$ cat config.mk
export PLATFORM = sky130hd
export DESIGN_NAME = mux_rr_scheduler_flat
export DESIGN_NICKNAME = d
export VERILOG_FILES = /design/src/rtl/mux_rr_scheduler_pkg.sv /design/src/rtl/mux_rr_scheduler_if.sv /design/src/rtl/mux_rr_scheduler_mux.sv /design/src/rtl/mux_rr_scheduler.sv /design/src/flat_wrapper.sv
export SDC_FILE = /design/constraint.sdc
export NUM_CORES = 1
export LEC_CHECK = 0
export ABC_AREA = 1
export CAP_MARGIN = 30
export CORE_MARGIN = 2
export CORE_UTILIZATION = 48
export DETAILED_ROUTE_END_ITERATION = 6
export PLACE_DENSITY_LB_ADDON = 0.1
export SYNTH_ARGS = -nofsm -noshare
export SYNTH_HDL_FRONTEND = slang
export SYNTH_SLANG_ARGS = --single-unit
$ cat constraint.sdc
create_clock -name clk -period 5 [get_ports clk]
set_clock_uncertainty 0.05 [all_clocks]
set_input_delay 0.5 -clock clk [delete_from_list [all_inputs] [get_ports clk]]
set_output_delay 0.5 -clock clk [all_outputs]
set_load 0.005 [all_outputs]
$ cat src/rtl/mux_rr_scheduler_pkg.sv
// mux_sched_pkg: shared types, default sizes and the round-robin search
// helper for the mux_rr_scheduler block.
//
// Contents:
//   state_t        scheduler FSM states (IDLE, GRANTED)
//   DEFAULT_*      default requester count, data width and burst limit
//   MAX_N          largest supported requester count
//   next_rr_index  first requesting index at or above ptr, wrapping at n
package mux_sched_pkg;

    localparam int DEFAULT_N         = 4;
    localparam int DEFAULT_W         = 8;
    localparam int DEFAULT_MAX_BURST = 8;
    localparam int MAX_N             = 16;

    typedef enum logic {
        IDLE    = 1'b0,
        GRANTED = 1'b1
    } state_t;

    // Searches ptr, ptr+1, ... n-1, 0, ... ptr-1 and returns the first index
    // whose request bit is set. If nothing is requesting, ptr is returned and
    // the caller is expected not to use it.
    function automatic logic [3:0] next_rr_index(input logic [MAX_N-1:0] req,
                                                 input logic [3:0]       ptr,
                                                 input int               n);
        logic [3:0] idx;
        logic       found;
        int         cand;
        idx   = ptr;
        found = 1'b0;
        cand  = 0;
        for (int k = 0; k < MAX_N; k++) begin
            if (k < n) begin
                cand = int'(ptr) + k;
                if (cand >= n) begin
                    cand = cand - n;
                end
                if (!found && req[cand[3:0]]) begin
                    idx   = cand[3:0];
                    found = 1'b1;
                end
            end
        end
        return idx;
    endfunction

endpackage

$ cat src/rtl/mux_rr_scheduler_if.sv
// mux_rr_scheduler_if: bundles the requester side and the downstream output
// stage of the round-robin scheduler.
//
// Signals:
//   req, req_last, data_in   per-requester request, last-beat flag, packed data
//   grant                    one-hot grant, also the ready to each requester
//   select, busy             current/most recent grantee index, burst active
//   data_out, out_valid      registered output beat toward the consumer
//   out_ready                consumer accepts the beat
//
// Modports: master = the scheduler, slave = requesters plus consumer.
interface mux_rr_scheduler_if
    import mux_sched_pkg::*;
#(
    parameter int N     = DEFAULT_N,
    parameter int W     = DEFAULT_W,
    parameter int SEL_W = $clog2(N)
);
    logic [N-1:0]     req;
    logic [N-1:0]     req_last;
    logic [N*W-1:0]   data_in;
    logic [N-1:0]     grant;
    logic [SEL_W-1:0] select;
    logic             busy;
    logic [W-1:0]     data_out;
    logic             out_valid;
    logic             out_ready;

    modport master (
        input  req, req_last, data_in, out_ready,
        output grant, select, busy, data_out, out_valid
    );

    modport slave (
        output req, req_last, data_in, out_ready,
        input  grant, select, busy, data_out, out_valid
    );

endinterface

$ cat src/rtl/mux_rr_scheduler_mux.sv
// mux_n_to_1: purely combinational N-to-1 data selector.
//
// Ports:
//   data_in   N*W packed inputs, input i at [i*W +: W]
//   sel       index of the input to forward
//   data_out  selected slice, or 0 when sel >= N
module mux_n_to_1
    import mux_sched_pkg::*;
#(
    parameter int N     = DEFAULT_N,
    parameter int W     = DEFAULT_W,
    parameter int SEL_W = $clog2(N)
) (
    input  logic [N*W-1:0]   data_in,
    input  logic [SEL_W-1:0] sel,
    output logic [W-1:0]     data_out
);

    // Compare against every legal index so a non-power-of-two N still
    // yields zero for the unused select codes.
    always_comb begin
        data_out = '0;
        for (int i = 0; i < N; i++) begin
            if (sel == SEL_W'(i)) begin
                data_out = data_in[i*W +: W];
            end
        end
    end

endmodule

$ cat src/rtl/mux_rr_scheduler.sv
// mux_rr_scheduler: round-robin scheduler sharing one N-to-1 data mux among
// N requesters. A grantee keeps the mux for one burst, ended by its last-beat
// flag or after MAX_BURST beats; each beat is registered into an output stage
// with a valid/ready handshake. One arbitration bubble separates bursts.
//
// Ports:
//   clk   clock, rising edge
//   rst   asynchronous active-high reset
//   bus   mux_rr_scheduler_if.master (req/req_last/data_in/out_ready in,
//         grant/select/busy/data_out/out_valid out)
//
// Optional build macro MUX_SCHED_TIMEOUT_EN: releases a grant whose owner has
// left its request low for TIMEOUT consecutive cycles. Without it the grant is
// held until a last beat or the burst limit.
module mux_rr_scheduler
    import mux_sched_pkg::*;
#(
    parameter int N         = DEFAULT_N,
    parameter int W         = DEFAULT_W,
    parameter int SEL_W     = $clog2(N),
    parameter int MAX_BURST = DEFAULT_MAX_BURST,
    parameter int TIMEOUT   = 16
) (
    input logic             clk,
    input logic             rst,
    mux_rr_scheduler_if.master bus
);

    localparam int CNT_W = 8;

    if (N < 2 || N > MAX_N || MAX_BURST < 1 || MAX_BURST > 255 || TIMEOUT < 1) begin : g_bad_params
        $error("mux_rr_scheduler: parameter out of legal range");
    end

    state_t           state, state_next;
    logic [SEL_W-1:0] ptr, ptr_next;
    logic [SEL_W-1:0] sel, sel_next;
    logic [CNT_W-1:0] beat_cnt, beat_next;
    logic [W-1:0]     data_q, data_sel;
    logic             out_valid_q;
    logic             can_accept, xfer, last_beat, release_burst;
    logic [SEL_W-1:0] arb_idx, released_ptr;
    logic             timed_out;

    mux_n_to_1 #(.N(N), .W(W), .SEL_W(SEL_W)) u_mux (
        .data_in  (bus.data_in),
        .sel      (sel),
        .data_out (data_sel)
    );

`ifdef MUX_SCHED_TIMEOUT_EN
    localparam int IDLE_W = $clog2(TIMEOUT + 1);
    logic [IDLE_W-1:0] idle_cnt;

    assign timed_out = (state == GRANTED) && !bus.req[sel] &&
                       (idle_cnt == IDLE_W'(TIMEOUT - 1));

    // Counts consecutive granted cycles in which the owner is not requesting.
    always_ff @(posedge clk or posedge rst) begin
        if (rst) begin
            idle_cnt <= '0;
        end else if (state != GRANTED || bus.req[sel] || timed_out) begin
            idle_cnt <= '0;
        end else begin
            idle_cnt <= idle_cnt + IDLE_W'(1);
        end
    end
`else
    assign timed_out = 1'b0;
`endif

    // Next-state logic: arbitration in IDLE, beat counting and release in
    // GRANTED. The released index becomes lowest priority by moving ptr past it.
    always_comb begin
        state_next   = state;
        ptr_next     = ptr;
        sel_next     = sel;
        beat_next    = beat_cnt;
        can_accept   = !out_valid_q || bus.out_ready;
        xfer         = (state == GRANTED) && bus.req[sel] && can_accept;
        last_beat    = bus.req_last[sel] || (beat_cnt == CNT_W'(MAX_BURST - 1));
        release_burst = (xfer && last_beat) || timed_out;
        released_ptr = (sel == SEL_W'(N - 1)) ? '0 : sel + SEL_W'(1);
        arb_idx      = SEL_W'(next_rr_index(MAX_N'(bus.req), 4'(ptr), N));
        case (state)
            IDLE: begin
                if (|bus.req) begin
                    state_next = GRANTED;
                    sel_next   = arb_idx;
                    beat_next  = '0;
                end
            end
            GRANTED: begin
                if (xfer) begin
                    beat_next = beat_cnt + CNT_W'(1);
                end
                if (release_burst) begin
                    state_next = IDLE;
                    ptr_next   = released_ptr;
                end
            end
            default: begin
                state_next = IDLE;
            end
        endcase
    end

    // Scheduler state registers.
    always_ff @(posedge clk or posedge rst) begin
        if (rst) begin
            state    <= IDLE;
            ptr      <= '0;
            sel      <= '0;
            beat_cnt <= '0;
        end else begin
            state    <= state_next;
            ptr      <= ptr_next;
            sel      <= sel_next;
            beat_cnt <= beat_next;
        end
    end

    // Output stage: a new beat overwrites one being popped in the same cycle,
    // which keeps a burst at one beat per cycle.
    always_ff @(posedge clk or posedge rst) begin
        if (rst) begin
            data_q      <= '0;
            out_valid_q <= 1'b0;
        end else if (xfer) begin
            data_q      <= data_sel;
            out_valid_q <= 1'b1;
        end else begin
            out_valid_q <= out_valid_q && !bus.out_ready;
        end
    end

    assign bus.grant     = ((state == GRANTED) && can_accept) ? (N'(1) << sel) : '0;
    assign bus.select    = sel;
    assign bus.busy      = (state == GRANTED);
    assign bus.data_out  = data_q;
    assign bus.out_valid = out_valid_q;

endmodule
$ cat src/flat_wrapper.sv
// flat-port wrapper written by rule: the top's interface ports become plain ports
module mux_rr_scheduler_flat import mux_sched_pkg::*;
#(
    parameter int N         = DEFAULT_N,
    parameter int W         = DEFAULT_W,
    parameter int SEL_W     = $clog2(N),
    parameter int MAX_BURST = DEFAULT_MAX_BURST,
    parameter int TIMEOUT   = 16
)
  (clk, rst, bus_req, bus_req_last, bus_data_in, bus_out_ready, bus_grant, bus_select, bus_busy, bus_data_out, bus_out_valid);
  mux_rr_scheduler_if #(.N(N), .W(W), .SEL_W(SEL_W)) bus_i ();
  input logic clk;
  input logic rst;
  input wire logic [$bits(bus_i.req)-1:0] bus_req;
  input wire logic [$bits(bus_i.req_last)-1:0] bus_req_last;
  input wire logic [$bits(bus_i.data_in)-1:0] bus_data_in;
  input wire logic [$bits(bus_i.out_ready)-1:0] bus_out_ready;
  output wire logic [$bits(bus_i.grant)-1:0] bus_grant;
  output wire logic [$bits(bus_i.select)-1:0] bus_select;
  output wire logic [$bits(bus_i.busy)-1:0] bus_busy;
  output wire logic [$bits(bus_i.data_out)-1:0] bus_data_out;
  output wire logic [$bits(bus_i.out_valid)-1:0] bus_out_valid;
  assign bus_i.req = bus_req;
  assign bus_i.req_last = bus_req_last;
  assign bus_i.data_in = bus_data_in;
  assign bus_i.out_ready = bus_out_ready;
  assign bus_grant = bus_i.grant;
  assign bus_select = bus_i.select;
  assign bus_busy = bus_i.busy;
  assign bus_data_out = bus_i.data_out;
  assign bus_out_valid = bus_i.out_valid;
  mux_rr_scheduler #(.N(N), .W(W), .SEL_W(SEL_W), .MAX_BURST(MAX_BURST), .TIMEOUT(TIMEOUT)) u_core (.clk(clk), .rst(rst), .bus(bus_i));
endmodule
==> metrics.txt <==
Ys Warns 0; r2r startpoint u_core.ptr[0]; fraction of registers with async set/reset 100%; via count 1701; WP data required 4.45 ns; Reg clk slew, reported paths 0.12 ns; Hold Buf Count CTS 0; # Post-CTS Setup Buffers 0; Post-synth EDFFs 0; Port Buffers 58; pre-CTS WS 2.55 ns; Tot GR Track Use 22.5%; Worst Reg-to-Reg Cells 12; Fin Setup TNS 0 ns; crit path kind register to primary output; post-route ant nets 0; Crit-path slowest cell dfrtp_1; share of cells above drive strength 1 5.50%; Post-Syn Nets 287; Max rail drop VDD 0.348 mV; Placement Cell Area 2260 µm²; DRC 0; Synth-to-Final Area Change 38.4%; post-synthesis sequential area ratio 33.4%; CTS resizes 0; Max-Cap Viols 0; post-route cell area 2280 µm²; PD cells 541 nW/µm²; ys flop type dfrtp_1; core area 3310 µm²; Int Power 0.647 mW; pin count of the biggest net entering global routing 23; Synth area leaders dfrtp_1 33%, nand2_1 18%, ha_1 6.8%; Worst Tran Pin Value 0.796 ns; crit-path cells inv_2 > ha_1 > clkinv_1 > nor2_1 > clkdlybuf4s50_1; number of buffers created by CTS 3; CTS tree done; Slew headroom 46.9%; Gate Count Post-Synth 235; Finished Layout Cells 337; final setup violation count 0; R2R Setup Slk 2.93 ns; CTS root buf clkbuf_4; DRT Pass-1 Iters 4; area leader, netlist dfrtp_1; Reg power frac 26.4%; synthesized area per cell 7.02 µm²; clock sinks 22; fin crit period 2.79 ns; die area 3920 µm²; fin. max-slew vios 0; antenna violations before repair 0; Placed Cells 334; Final WS setup 2.21 ns; Starting Density 49.8%; Mapped Area 1650 µm²; crit path max fanout 9; htree depth 1; Post-DP HPWL 3440 µm; CP Launch Type register; max incr delay on CP 0.51 ns; NumNets Final 345; R2R Path End u_core.bus.select[0]; Ports 59; Sw Share 47.7%; Die H 62.6 µm; status complete, no violations; clk buf depth 2; Worst Hold Path EP u_core.beat_cnt[7]; n_diodes 0; Critical Path End Type primary output; Vias per Instance 5.05; vias in the first global route 1523; WL per Instance 12.7 µm; Worst Min Path Start u_core.beat_cnt[7]; Max Fclk 0.358 GHz; Skew-Pair Late Insertion Delay 0.30 ns; fin crit share 55.9%; Routed WL 4300 µm; most frequent cell after synthesis nand2_1; initial DRC count 132; final hold vios 0; proportion of power drawn by the clock network 6.3%; Hold Path Class register to register; Seq cells post-synth 22; num rows 21; Comb pwr share 67.3%; most instantiated cells after synthesis 81 x nand2_1, 22 x dfrtp_1, 19 x a21oi_1, 19 x inv_1; synth unique cells 29; GRT Residual Overflow 0; first-pass GRT wire length 7080 µm; crit path DAT 2.24 ns; chip width 62.6 µm; global placement routability congestion 0.866; Leak 1.09 nW; hold path cells 2; Synth top area share 33.4%; P_sw 0.589 mW; RSZ-0062 raised after global routing false
layout make-up:
class,count,area (µm²)
timing repair buffer,58,581
tap,46,57.6
sequential,22,551
fill,297,1030
inverter,25,93.8
multi-input combinational,183,978
clock buffer,3,22.5
worst max-delay path, delay by kind of cell, from the launching register on:
kind	cells	cell delay [ns]
flops	1	0.51
simple gates	1	0.16
buf+inv	3	0.94
fa+ha+maj	1	0.33
metrics by stage:
stage | power, mW | hold slack [ns] | utilization, %
2_1_floorplan | 0.879 | 0.439 | -
3_3_place_gp | 1.15 | 0.464 | 68.3
3_5_place_dp | 1.16 | 0.471 | 68.3
4_1_cts | 1.24 | 0.508 | 69.0
5_1_grt | 1.37 | 0.528 | 69.0
6_report | 1.24 | 0.510 | 69.0
flip-flops by register name, summed over array words and instances (netlist names):
signal / cells
u_core.bus.busy: 1
u_core.bus.data_out: 8
u_core.bus.out_valid: 1
u_core.bus.select: 2
u_core.beat_cnt: 8
u_core.ptr: 2
cell usage in the layout (no fill, tap or decap):
master	instances
nand2_1	81
clkinv_1	2
nor4_1	1
o22ai_1	1
dfrtp_1	22
nand2_4	1
o21ai_0	4
nor2_1	16
a2bb2oi_1	8
inv_1	19
nor2_4	1
o211ai_1	8
nor3_1	1
nand3b_1	1
nor2_2	1
nand3_1	16
inv_2	4
o21ai_2	1
a32o_1	1
o21ai_4	1
or3_4	1
xor2_1	3
a21oi_1	19
clkdlybuf4s50_1	58
nand4_1	5
nand2_2	3
clkbuf_4	3
ha_1	9
power groups by stage:
| stage | Combinational, mW | Clock (mW) | Sequential, mW |
|---|---|---|---|
| after global routing | 0.941 | 0.0868 | 0.338 |
| after CTS | 0.837 | 0.0789 | 0.326 |
| final | 0.832 | 0.0773 | 0.327 |
| after detailed placement | 0.833 | 0 | 0.330 |
| after global placement | 0.819 | 0 | 0.327 |
| after floorplan | 0.563 | 0 | 0.316 |
routing by layer:
metal  vias up  global-route usage [%]  routed length [µm]
met4         0                    6.39                  29
li1        892                       -                   -
met1       753                    32.2                1940
met3         2                    4.14                 333
met2        54                    34.9                1990
met5         -                       0                   0
worst max path at each step:
| stage | start | endpoint | cells after the start |
|---|---|---|---|
| 2_1_floorplan | u_core.bus.select[0] | bus_grant[2] | 5 |
| 3_3_place_gp | u_core.bus.select[0] | bus_grant[2] | 5 |
| 3_5_place_dp | u_core.bus.select[0] | bus_grant[2] | 5 |
| 4_1_cts | u_core.bus.select[0] | bus_grant[2] | 5 |
| 5_1_grt | u_core.bus.select[0] | bus_grant[2] | 5 |
| 6_report | u_core.bus.select[0] | bus_grant[2] | 5 |
cells by family after synthesis:
| group | share of synthesized area, % |
|---|---|
| xor+xnor | 1.59 |
| compound gates | 17.4 |
| buf+inv | 7.35 |
| fa+ha+maj | 6.82 |
| flops | 33.4 |
| simple gates | 33.5 |
No activity file was read; power rests on OpenSTA's default activity.
